==> src/rtl/rng_sample_ctrl.sv <==
`default_nettype none
// ============================================================================
// Module   : rng_sample_ctrl
// Purpose  : Entropy-sampling sequencer. Produces a programmable sample strobe,
//            accepts one raw entropy bit per strobe, packs accepted bits
//            MSB-first into bytes, and offers each byte over a valid/ready
//            handshake. A run is either a fixed number of bytes or continuous
//            until stopped.
// Revision : 1.0 - initial release
// ----------------------------------------------------------------------------
// Ports
//   clk             in  system clock
//   reset           in  synchronous active-high reset
//   i_Start         in  start a run (honoured in IDLE only, not with i_Stop)
//   i_Stop          in  abort the collect phase
//   i_Div           in  strobe period in clk cycles (0 behaves as 1)
//   i_Burst         in  bytes per run (0 = continuous)
//   i_Raw_Bit       in  entropy bit, synchronous to clk
//   i_Ready         in  consumer ready
//   o_Data          out output byte
//   o_Valid         out o_Data valid
//   o_Busy          out run in progress (COLLECT or DRAIN)
//   o_Done          out one-cycle pulse at end of run
//   o_Sample_Strobe out one-cycle sample pulse
//   o_Overrun       out sticky: a completed byte was dropped
// Build option
//   RNG_SAMPLE_VN_DEBIAS_EN : when defined, strobes are taken in pairs and
//                             von Neumann debiased (10 -> 1, 01 -> 0).
// ============================================================================
module rng_sample_ctrl #(
  parameter int DIV_BIT = 8,
  parameter int CNT_BIT = 16
) (
  input  logic               clk,
  input  logic               reset,
  input  logic               i_Start,
  input  logic               i_Stop,
  input  logic [DIV_BIT-1:0] i_Div,
  input  logic [CNT_BIT-1:0] i_Burst,
  input  logic               i_Raw_Bit,
  input  logic               i_Ready,
  output logic [7:0]         o_Data,
  output logic               o_Valid,
  output logic               o_Busy,
  output logic               o_Done,
  output logic               o_Sample_Strobe,
  output logic               o_Overrun
);

  localparam logic [1:0] S_IDLE    = 2'd0;
  localparam logic [1:0] S_COLLECT = 2'd1;
  localparam logic [1:0] S_DRAIN   = 2'd2;

  localparam logic [DIV_BIT-1:0] c_div_one = DIV_BIT'(1);
  localparam logic [CNT_BIT-1:0] c_cnt_one = CNT_BIT'(1);

  logic [1:0]         state_q,    state_d;
  logic [DIV_BIT-1:0] div_q,      div_d;
  logic [DIV_BIT-1:0] div_cnt_q,  div_cnt_d;
  logic [CNT_BIT-1:0] burst_q,    burst_d;
  logic [CNT_BIT-1:0] byte_cnt_q, byte_cnt_d;
  logic [2:0]         bit_cnt_q,  bit_cnt_d;
  // Only the seven oldest bits need storing; the eighth arrives with the strobe.
  logic [6:0]         shift_q,    shift_d;
  logic [7:0]         data_q,     data_d;
  logic               valid_q,    valid_d;
  logic               busy_q,     busy_d;
  logic               done_q,     done_d;
  logic               ovr_q,      ovr_d;

  logic w_strobe;
  logic w_accept;
  logic w_bit;
  logic w_xfer;
  logic w_byte_done;
  logic w_load;

  // Counter only advances in COLLECT, so the strobe cannot fire elsewhere.
  assign w_strobe = (state_q == S_COLLECT) && (div_cnt_q == (div_q - c_div_one));
  assign w_xfer   = valid_q & i_Ready;

`ifdef RNG_SAMPLE_VN_DEBIAS_EN
  logic pair_q,  pair_d;   // 1 = first half of a pair has been captured
  logic first_q, first_d;  // first bit of the current pair

  // A bit is produced on the second strobe of a pair, and only if it differs
  // from the first; the first bit is the output value (10 -> 1, 01 -> 0).
  assign w_accept = w_strobe & pair_q & (first_q ^ i_Raw_Bit);
  assign w_bit    = first_q;
`else
  assign w_accept = w_strobe;
  assign w_bit    = i_Raw_Bit;
`endif

  assign w_byte_done = w_accept && (bit_cnt_q == 3'd7);
  // A completed byte lands only if the output slot is empty or emptying now.
  assign w_load      = w_byte_done && (!valid_q || w_xfer);

  always_comb begin
    state_d    = state_q;
    div_d      = div_q;
    div_cnt_d  = div_cnt_q;
    burst_d    = burst_q;
    byte_cnt_d = byte_cnt_q;
    bit_cnt_d  = bit_cnt_q;
    shift_d    = shift_q;
    ovr_d      = ovr_q;
    done_d     = 1'b0;
`ifdef RNG_SAMPLE_VN_DEBIAS_EN
    pair_d     = pair_q;
    first_d    = first_q;
`endif

    case (state_q)
      S_IDLE: begin
        if (i_Start && !i_Stop) begin
          state_d    = S_COLLECT;
          div_d      = (i_Div == '0) ? c_div_one : i_Div;
          burst_d    = i_Burst;
          div_cnt_d  = '0;
          byte_cnt_d = '0;
          bit_cnt_d  = 3'd0;
          shift_d    = 7'd0;
          ovr_d      = 1'b0;
`ifdef RNG_SAMPLE_VN_DEBIAS_EN
          pair_d     = 1'b0;
`endif
        end
      end

      S_COLLECT: begin
        div_cnt_d = w_strobe ? '0 : (div_cnt_q + c_div_one);
`ifdef RNG_SAMPLE_VN_DEBIAS_EN
        if (w_strobe) begin
          pair_d = ~pair_q;
          if (!pair_q) first_d = i_Raw_Bit;
        end
`endif
        if (w_accept) begin
          shift_d   = {shift_q[5:0], w_bit};
          bit_cnt_d = bit_cnt_q + 3'd1;  // wraps to 0 on the 8th bit
        end
        if (w_byte_done && !w_load) ovr_d = 1'b1;
        if (w_load) byte_cnt_d = byte_cnt_q + c_cnt_one;

        if (i_Stop || (w_load && (burst_q != '0) && (byte_cnt_d == burst_q))) begin
          state_d   = S_DRAIN;
          // Partial bits (and any half pair) are meaningless after the run.
          bit_cnt_d = 3'd0;
          shift_d   = 7'd0;
`ifdef RNG_SAMPLE_VN_DEBIAS_EN
          pair_d    = 1'b0;
`endif
        end
      end

      S_DRAIN: begin
        if (!valid_q) begin
          state_d = S_IDLE;
          done_d  = 1'b1;
        end
      end

      default: state_d = S_IDLE;
    endcase

    valid_d = w_load ? 1'b1 : (valid_q & ~i_Ready);
    data_d  = w_load ? {shift_q, w_bit} : data_q;
    busy_d  = (state_d != S_IDLE);
  end

  always_ff @(posedge clk) begin
    if (reset) begin
      state_q    <= S_IDLE;
      div_q      <= c_div_one;
      div_cnt_q  <= '0;
      burst_q    <= '0;
      byte_cnt_q <= '0;
      bit_cnt_q  <= 3'd0;
      shift_q    <= 7'd0;
      data_q     <= 8'h00;
      valid_q    <= 1'b0;
      busy_q     <= 1'b0;
      done_q     <= 1'b0;
      ovr_q      <= 1'b0;
`ifdef RNG_SAMPLE_VN_DEBIAS_EN
      pair_q     <= 1'b0;
      first_q    <= 1'b0;
`endif
    end else begin
      state_q    <= state_d;
      div_q      <= div_d;
      div_cnt_q  <= div_cnt_d;
      burst_q    <= burst_d;
      byte_cnt_q <= byte_cnt_d;
      bit_cnt_q  <= bit_cnt_d;
      shift_q    <= shift_d;
      data_q     <= data_d;
      valid_q    <= valid_d;
      busy_q     <= busy_d;
      done_q     <= done_d;
      ovr_q      <= ovr_d;
`ifdef RNG_SAMPLE_VN_DEBIAS_EN
      pair_q     <= pair_d;
      first_q    <= first_d;
`endif
    end
  end

  assign o_Data          = data_q;
  assign o_Valid         = valid_q;
  assign o_Busy          = busy_q;
  assign o_Done          = done_q;
  assign o_Sample_Strobe = w_strobe;
  assign o_Overrun       = ovr_q;

endmodule
`default_nettype wire

==> config.mk <==
export PLATFORM = sky130hd
export DESIGN_NAME = rng_sample_ctrl
export DESIGN_NICKNAME = d
export VERILOG_FILES = /design/src/rtl/rng_sample_ctrl.sv
export SDC_FILE = /design/constraint.sdc
export NUM_CORES = 1
export LEC_CHECK = 0
export BUFFER_PORTS_ARGS = -buffer_cell sky130_fd_sc_hd__buf_4
export CORE_MARGIN = 4
export CORE_UTILIZATION = 45
export DETAILED_ROUTE_END_ITERATION = 8
export PLACE_DENSITY = 0.6
export SLEW_MARGIN = 20
export SYNTH_ARGS = -nofsm -noshare
export SYNTH_HDL_FRONTEND = slang
export SYNTH_SLANG_ARGS = --single-unit
==> constraint.sdc <==
create_clock -name clk -period 4.9 [get_ports clk]
set_clock_uncertainty 0.1 [all_clocks]
set_input_delay 1.47 -clock clk [delete_from_list [all_inputs] [get_ports clk]]
set_output_delay 1.47 -clock clk [all_outputs]
set_load 0.02 [all_outputs]
; ---- After elaboration in Yosys (flattened, before gate mapping)
; Cells that the tools add are included.
[totals]
ff_bits = 72
input_bits = 30
output_inout_bits = 13
[op_classes]
add_sub_neg = 4
eq_ne = 8
muxes = 25
bitwise_logic = 4
n_reduce_logical = 22
[op_table]
columns = op, n
row1 = 16-bit two-way mux, 3
row2 = 16-bit one-hot mux with 2 select lines, 1
row3 = 8-bit two-way mux, 3
row4 = 7-bit two-way mux, 3
row5 = "16-bit by 1-bit adder with 16-bit output, second input constant", 1
row6 = 16-bit equality test, 1
row7 = 8-bit one-hot mux with 2 select lines, 1
row8 = 16-bit nonzero test, 1
row9 = 7-bit one-hot mux with 2 select lines, 1
row10 = 3-bit two-way mux, 3
row11 = "8-bit by 1-bit adder with 8-bit output, second input constant", 1
row12 = 8-bit equality test, 1
row13 = 8-bit logical NOT, 1
row14 = "8-bit by 1-bit subtractor with 8-bit output, second input constant", 1
row15 = 1-bit logical AND, 7
row16 = 2-bit two-way mux, 3
row17 = 2-bit one-hot mux with 3 select lines, 1
row18 = 3-bit one-hot mux with 2 select lines, 1
row19 = 3-bit AND reduction, 2
row20 = 1-bit two-way mux, 4
row21 = 2-bit AND reduction, 2
row22 = 2-bit nonzero test, 2
row23 = "3-bit by 1-bit adder with 3-bit output, second input constant", 1
row24 = "3-bit equality test, second input constant", 1
row25 = other kinds (12), 17

; ---- Logic depth before layout (Yosys ltp)
[depth]
depth_word = 13
depth_mapped = 14
depth_no_buf = 12

; ---- Worst setup path before layout
; OpenSTA, ideal clock, no wires.
[synth_path]
path_kind = in2reg
start = input i_Ready
end = register shift_q[1]
setup_ps = 117
arrival_ps = 3536
required_time_ps = 4683
path_slack_ps = 1147
cell_stages = 10
cell_sequence = nand2b_1 > nand3_1 > nor3_1 > inv_1 > nor3_2 > mux2i_1 > nand4_1 > nor4_4 > nor4b_4 > a22o_1
[synth_between]
elab_chain_cells = 10
word_cells_on_any_way = 13
[synth_lines]
columns = item, line_no
row1 = "start, declared", 41  ; input logic i_Ready,
row2 = 1-bit bitwise AND (*), 80  ; assign w_xfer = valid_q & i_Ready;
row3 = 1-bit logical OR (*), 97  ; assign w_load = w_byte_done && (!valid_q || w_xfer);
row4 = 1-bit logical AND (*), 97
row5 = 16-bit two-way mux, 144  ; if (w_load) byte_cnt_d = byte_cnt_q + c_cnt_one;
row6 = 16-bit two-way mux, 114  ; case (state_q)
row7 = 16-bit equality test, 146  ; if (i_Stop || (w_load && (burst_q != '0) && (byte_cnt_d == burst_q))) begin
row8 = 1-bit logical AND (*), 146
row9 = 1-bit logical OR (*), 146
row10 = 3-bit by 2-bit != test with 1-bit output (no line) or 7-bit two-way mux (tied branches), n/a
row11 = 3-bit AND reduction (no line) or 7-bit one-hot mux with 2 select lines (tied branches), n/a
row12 = "end signal, assigned", 197  ; shift_q <= shift_d;
row13 = "end, declared", 64  ; logic [6:0] shift_q, shift_d;
; Every way passes the cells marked *; elsewhere a longest branch is shown, timed or not. The select of a mux whose other input is x is not followed.
; A chain may end at the register's enable or synchronous reset.

; ---- Worst setup path after layout
[layout_path]
start = register div_q[0]
end = output o_Sample_Strobe
[layout_between]
elab_chain_cells = 3
[layout_lines]
columns = item, line_no
row1 = "start, declared", 58  ; logic [DIV_BIT-1:0] div_q, div_d;
row2 = "start signal, assigned", 175  ; div_q <= c_div_one;
row3 = "start signal, assigned", 192  ; div_q <= div_d;
row4 = 8-bit by 1-bit subtractor with 8-bit output, 79  ; assign w_strobe = (state_q == S_COLLECT) && (div_cnt_q == (div_q - c_div_one));
row5 = 8-bit equality test, 79
row6 = 1-bit logical AND, 79
row7 = "end, declared", 46  ; output logic o_Sample_Strobe,
; Every way passes these cells.

==> impl_metrics.prom <==
# TYPE chip_impl_metric gauge
chip_impl_info{name="rsz0062_at_grt",value="no"} 1
chip_impl_metric{name="postSynth.asyncResetShare",unit="%"} 0
chip_impl_metric{name="diodes",unit=""} 0
chip_impl_metric{name="place_hpwl",unit="µm"} 6420
chip_impl_metric{name="pre_cts_ws",unit="ps"} 609
chip_impl_metric{name="cts_buffer_depth",unit=""} 2
chip_impl_metric{name="die_width",unit="µm"} 99.3
chip_impl_metric{name="timing_worst_slew_pin_value",unit="ps"} 1010
chip_impl_info{name="crit_type",value="flop to primary output"} 1
chip_impl_metric{name="clkSlewWorstSetupHoldPaths",unit="ps"} 80
chip_impl_metric{name="period_minus_slack",unit="ps"} 4330
chip_impl_metric{name="grt_antenna_before_repair",unit=""} 0
chip_impl_metric{name="drt_iter0_drc",unit=""} 139
chip_impl_metric{name="postCtsSetupBuffers",unit=""} 0
chip_impl_metric{name="synthesis.yosys.warnings",unit=""} 0
chip_impl_metric{name="layout.filler_cells",unit=""} 788
chip_impl_metric{name="synthesis.area",unit="µm²"} 3750
chip_impl_metric{name="flow.area_growth_from_synthesis",unit="%"} 14.8
chip_impl_metric{name="placeableCoreArea",unit="µm²"} 8180
chip_impl_metric{name="postRouteAntennaNets",unit=""} 0
chip_impl_metric{name="num_io_pins",unit=""} 43
chip_impl_metric{name="placed_instance_area",unit="µm²"} 4120
chip_impl_metric{name="vias_in_the_first_global_route",unit=""} 3167
chip_impl_info{name="critPathSlowestCell",value="dfxtp_1"} 1
chip_impl_metric{name="detailroute.wirelength.met3",unit="µm"} 237
chip_impl_metric{name="cts_hold_buf",unit=""} 0
chip_impl_info{name="start_kind",value="flop"} 1
chip_impl_metric{name="worst_slack",unit="ps"} 572
chip_impl_metric{name="arrival_time_of_the_worst_setup_path",unit="ps"} 2760
chip_impl_metric{name="achievable-frequency",unit="MHz"} 231
chip_impl_metric{name="per_cell_routed_wire_length",unit="µm"} 14.8
chip_impl_metric{name="rows",unit=""} 33
chip_impl_metric{name="synth_top_area_share",unit="%"} 38.4
chip_impl_info{name="result_of_the_run",value="completed"} 1
chip_impl_metric{name="grt_usage",unit="%"} 18.9
chip_impl_metric{name="grt.overflow.total",unit=""} 0
chip_impl_metric{name="m1WireLength",unit="µm"} 4260
chip_impl_metric{name="drv_slew",unit=""} 0
chip_impl_metric{name="worst-path-max-fanout",unit=""} 9
chip_impl_metric{name="drive_above_1_share",unit="%"} 15.2
chip_impl_metric{name="drt_pre_antenna_iters",unit=""} 4
chip_impl_metric{name="finalNetCount",unit=""} 531
chip_impl_metric{name="power_density",unit="nW/µm²"} 283
chip_impl_info{name="min_path_type",value="flop to flop"} 1
chip_impl_info{name="cts_tree",value="built"} 1
chip_impl_metric{name="power.leakage",unit="nW"} 1.67
chip_impl_info{name="critical_path.endpoint_type",value="primary output"} 1
chip_impl_metric{name="detail_route.drc_violations",unit=""} 0
chip_impl_metric{name="slew_headroom",unit="%"} 32.5
chip_impl_metric{name="floorplan.initialDensity",unit="%"} 45.9
chip_impl_metric{name="floorplan.die_area",unit="µm²"} 9860
chip_impl_metric{name="ctsResizeCount",unit=""} 0
chip_impl_metric{name="yosys.cell_types.count",unit=""} 50
chip_impl_metric{name="place.port_buffers",unit=""} 42
chip_impl_metric{name="drt_wl_total",unit="µm"} 8990
chip_impl_metric{name="post-route-period-util",unit="%"} 88.3
chip_impl_metric{name="wire_length_of_the_first_global_routing_pass",unit="µm"} 15200
chip_impl_metric{name="final_core_utilization",unit="%"} 52.7
chip_impl_metric{name="via_count",unit=""} 3353
chip_impl_info{name="mostFrequentLayoutCells",value="dfxtp_1, nand2_1, nor2_1"} 1
chip_impl_metric{name="clock_sink_count",unit=""} 72
chip_impl_info{name="dominantRegCellSynth",value="dfxtp_1"} 1
chip_impl_metric{name="route.detailed.vias_per_inst",unit=""} 5.53
chip_impl_metric{name="layout.cell_area.non_filler",unit="µm²"} 4310
chip_impl_metric{name="height_of_the_chip",unit="µm"} 99.3
chip_impl_metric{name="synth_edf_count",unit=""} 0
chip_impl_metric{name="worst_skew_pair.late_latency",unit="ps"} 350
chip_impl_metric{name="post_synth.cell_area_avg",unit="µm²"} 8.07
chip_impl_metric{name="drv.max_cap_violation_count",unit=""} 0
chip_impl_metric{name="htreeDepth",unit=""} 3
chip_impl_metric{name="fin_setup_tns",unit="ps"} 0
chip_impl_metric{name="synth_cells",unit=""} 465
chip_impl_info{name="regToRegStartpoint",value="div_q[0]"} 1
chip_impl_metric{name="critical_path_required",unit="ps"} 3330
chip_impl_metric{name="grt_max_degree",unit=""} 67
chip_impl_info{name="top_signal_layer_used",value="met4"} 1
chip_impl_metric{name="worst_ir_drop_vdd",unit="V"} 0.000183
chip_impl_metric{name="synth_sequential_area_ratio",unit="%"} 38.4
chip_impl_info{name="cts_root_buffer",value="clkbuf_8"} 1
chip_impl_info{name="timing.critical_path.mode_cell",value="nor2_1"} 1
chip_impl_metric{name="synth-seq-cells",unit=""} 72
chip_impl_info{name="timing.critical_path.cells",value="inv_1 > ha_1 > nor2b_1 > or3_1 > a31o_2 > nor2_1 > nand2_1 > nor2_1 > buf_4"} 1
chip_impl_info{name="synth.top_cells.by_area",value="dfxtp_1, nand2_1, a21oi_1, nor2_1, xnor2_1"} 1
chip_impl_metric{name="met2_routed_length",unit="µm"} 4300
chip_impl_metric{name="gpl.final_weighted_congestion",unit=""} 0.914
chip_impl_metric{name="cts_buffers",unit=""} 9
chip_impl_info{name="most_area_hungry_cell_type_in_the_yosys_netlist",value="dfxtp_1"} 1
chip_impl_metric{name="setup_violations",unit=""} 0
chip_impl_metric{name="timing.critical_path.slowest_cell_delay",unit="ps"} 410
chip_impl_metric{name="synth.net_count",unit=""} 500
chip_impl_info{name="layout_commonest_cell",value="dfxtp_1"} 1
chip_impl_info{name="timing.critical_path.from",value="div_q[0]"} 1
chip_impl_metric{name="fin_total_pwr",unit="mW"} 1.22
chip_impl_info{name="min_from",value="div_q[7]"} 1
chip_impl_metric{name="finalHoldViolations",unit=""} 0
through the flow:
stage | instances | hold slack [ps]
global route | 606 | 403
global placement | 590 | 364
detailed placement | 590 | 375
floorplan | 465 | 348
finish | 606 | 379
CTS | 606 | 389
flip-flops by register name, summed over array words and instances, names as in the netlist:
register / count
bit_cnt_q: 3
o_Valid: 1
o_Done: 1
o_Data: 8
state_q: 2
div_cnt_q: 8
byte_cnt_q: 16
div_q: 8
o_Overrun: 1
shift_q: 7
burst_q: 16
o_Busy: 1
worst paths after layout:
path                     endpoint  slack (ps)  cells past startpoint
setup / recovery  o_Sample_Strobe         570                      9
hold / removal           div_q[7]         380                      2
setup reg to reg     bit_cnt_q[1]         930                     12
hold reg to reg          div_q[7]         380                      2
per-layer routing:
metal  vias up  global-route usage (%)
li1       1712                       -
met1      1581                    24.9
met2        45                    31.3
met3        15                    3.72
met4         0                    6.30
met5         -                       0
synth_stat cells (all sizes together), types with 4 or more instances:
cell type  number
a311oi          6
a21o            5
nand3          14
xnor2          18
nand4           8
buf             5
or3             5
nor2b           5
mux2i           9
nand2b          5
and3            7
inv             8
o211ai          5
nor2           56
xor2           12
ha              5
a211oi          5
nor4           12
nand2          69
clkbuf         21
a31oi           4
o21ai          18
a22o            9
nor3            9
dfxtp          72
a21oi          47
cell families after synthesis:
logic type	share of synthesized area [%]
AO/OA/AOI/OAI	19.8
XOR/XNOR	7.00
adder cells (fa/ha/maj)	1.67
buffers and inverters	3.74
flip-flops	38.4
multiplexers	2.40
AND/OR/NAND/NOR	26.9
layout make-up:
type / instances / area (µm²) / share of cell area [%]
multi-input combinational: 359 / 2170 / 50.5
sequential: 72 / 1440 / 33.5
timing repair buffer: 46 / 345 / 8.02
tap: 105 / 131 / 3.05
clock buffer: 9 / 124 / 2.88
clock inverter: 7 / 61.3 / 1.42
inverter: 8 / 30.0 / 0.697
worst max-delay path: cells and delay by family, from the launching register on:
family                   cells  cell delay [ps]
buffers and inverters        2              270
AND/OR/NAND/NOR              5             1140
adder cells (fa/ha/maj)      1              300
flip-flops                   1              410
AO/OA/AOI/OAI                1              290
power breakdown:
| part | internal [mW] | switching, mW | total [mW] | leakage [nW] |
|---|---|---|---|---|
| sequential | 0.596 | 0.0141 | 0.611 | 0.583 |
| clock | 0.194 | 0.249 | 0.443 | 0.0892 |
| combinational | 0.0641 | 0.101 | 0.165 | 1.00 |
| total | 0.855 | 0.364 | 1.22 | 1.67 |
Power figures use the tool's default switching activity.
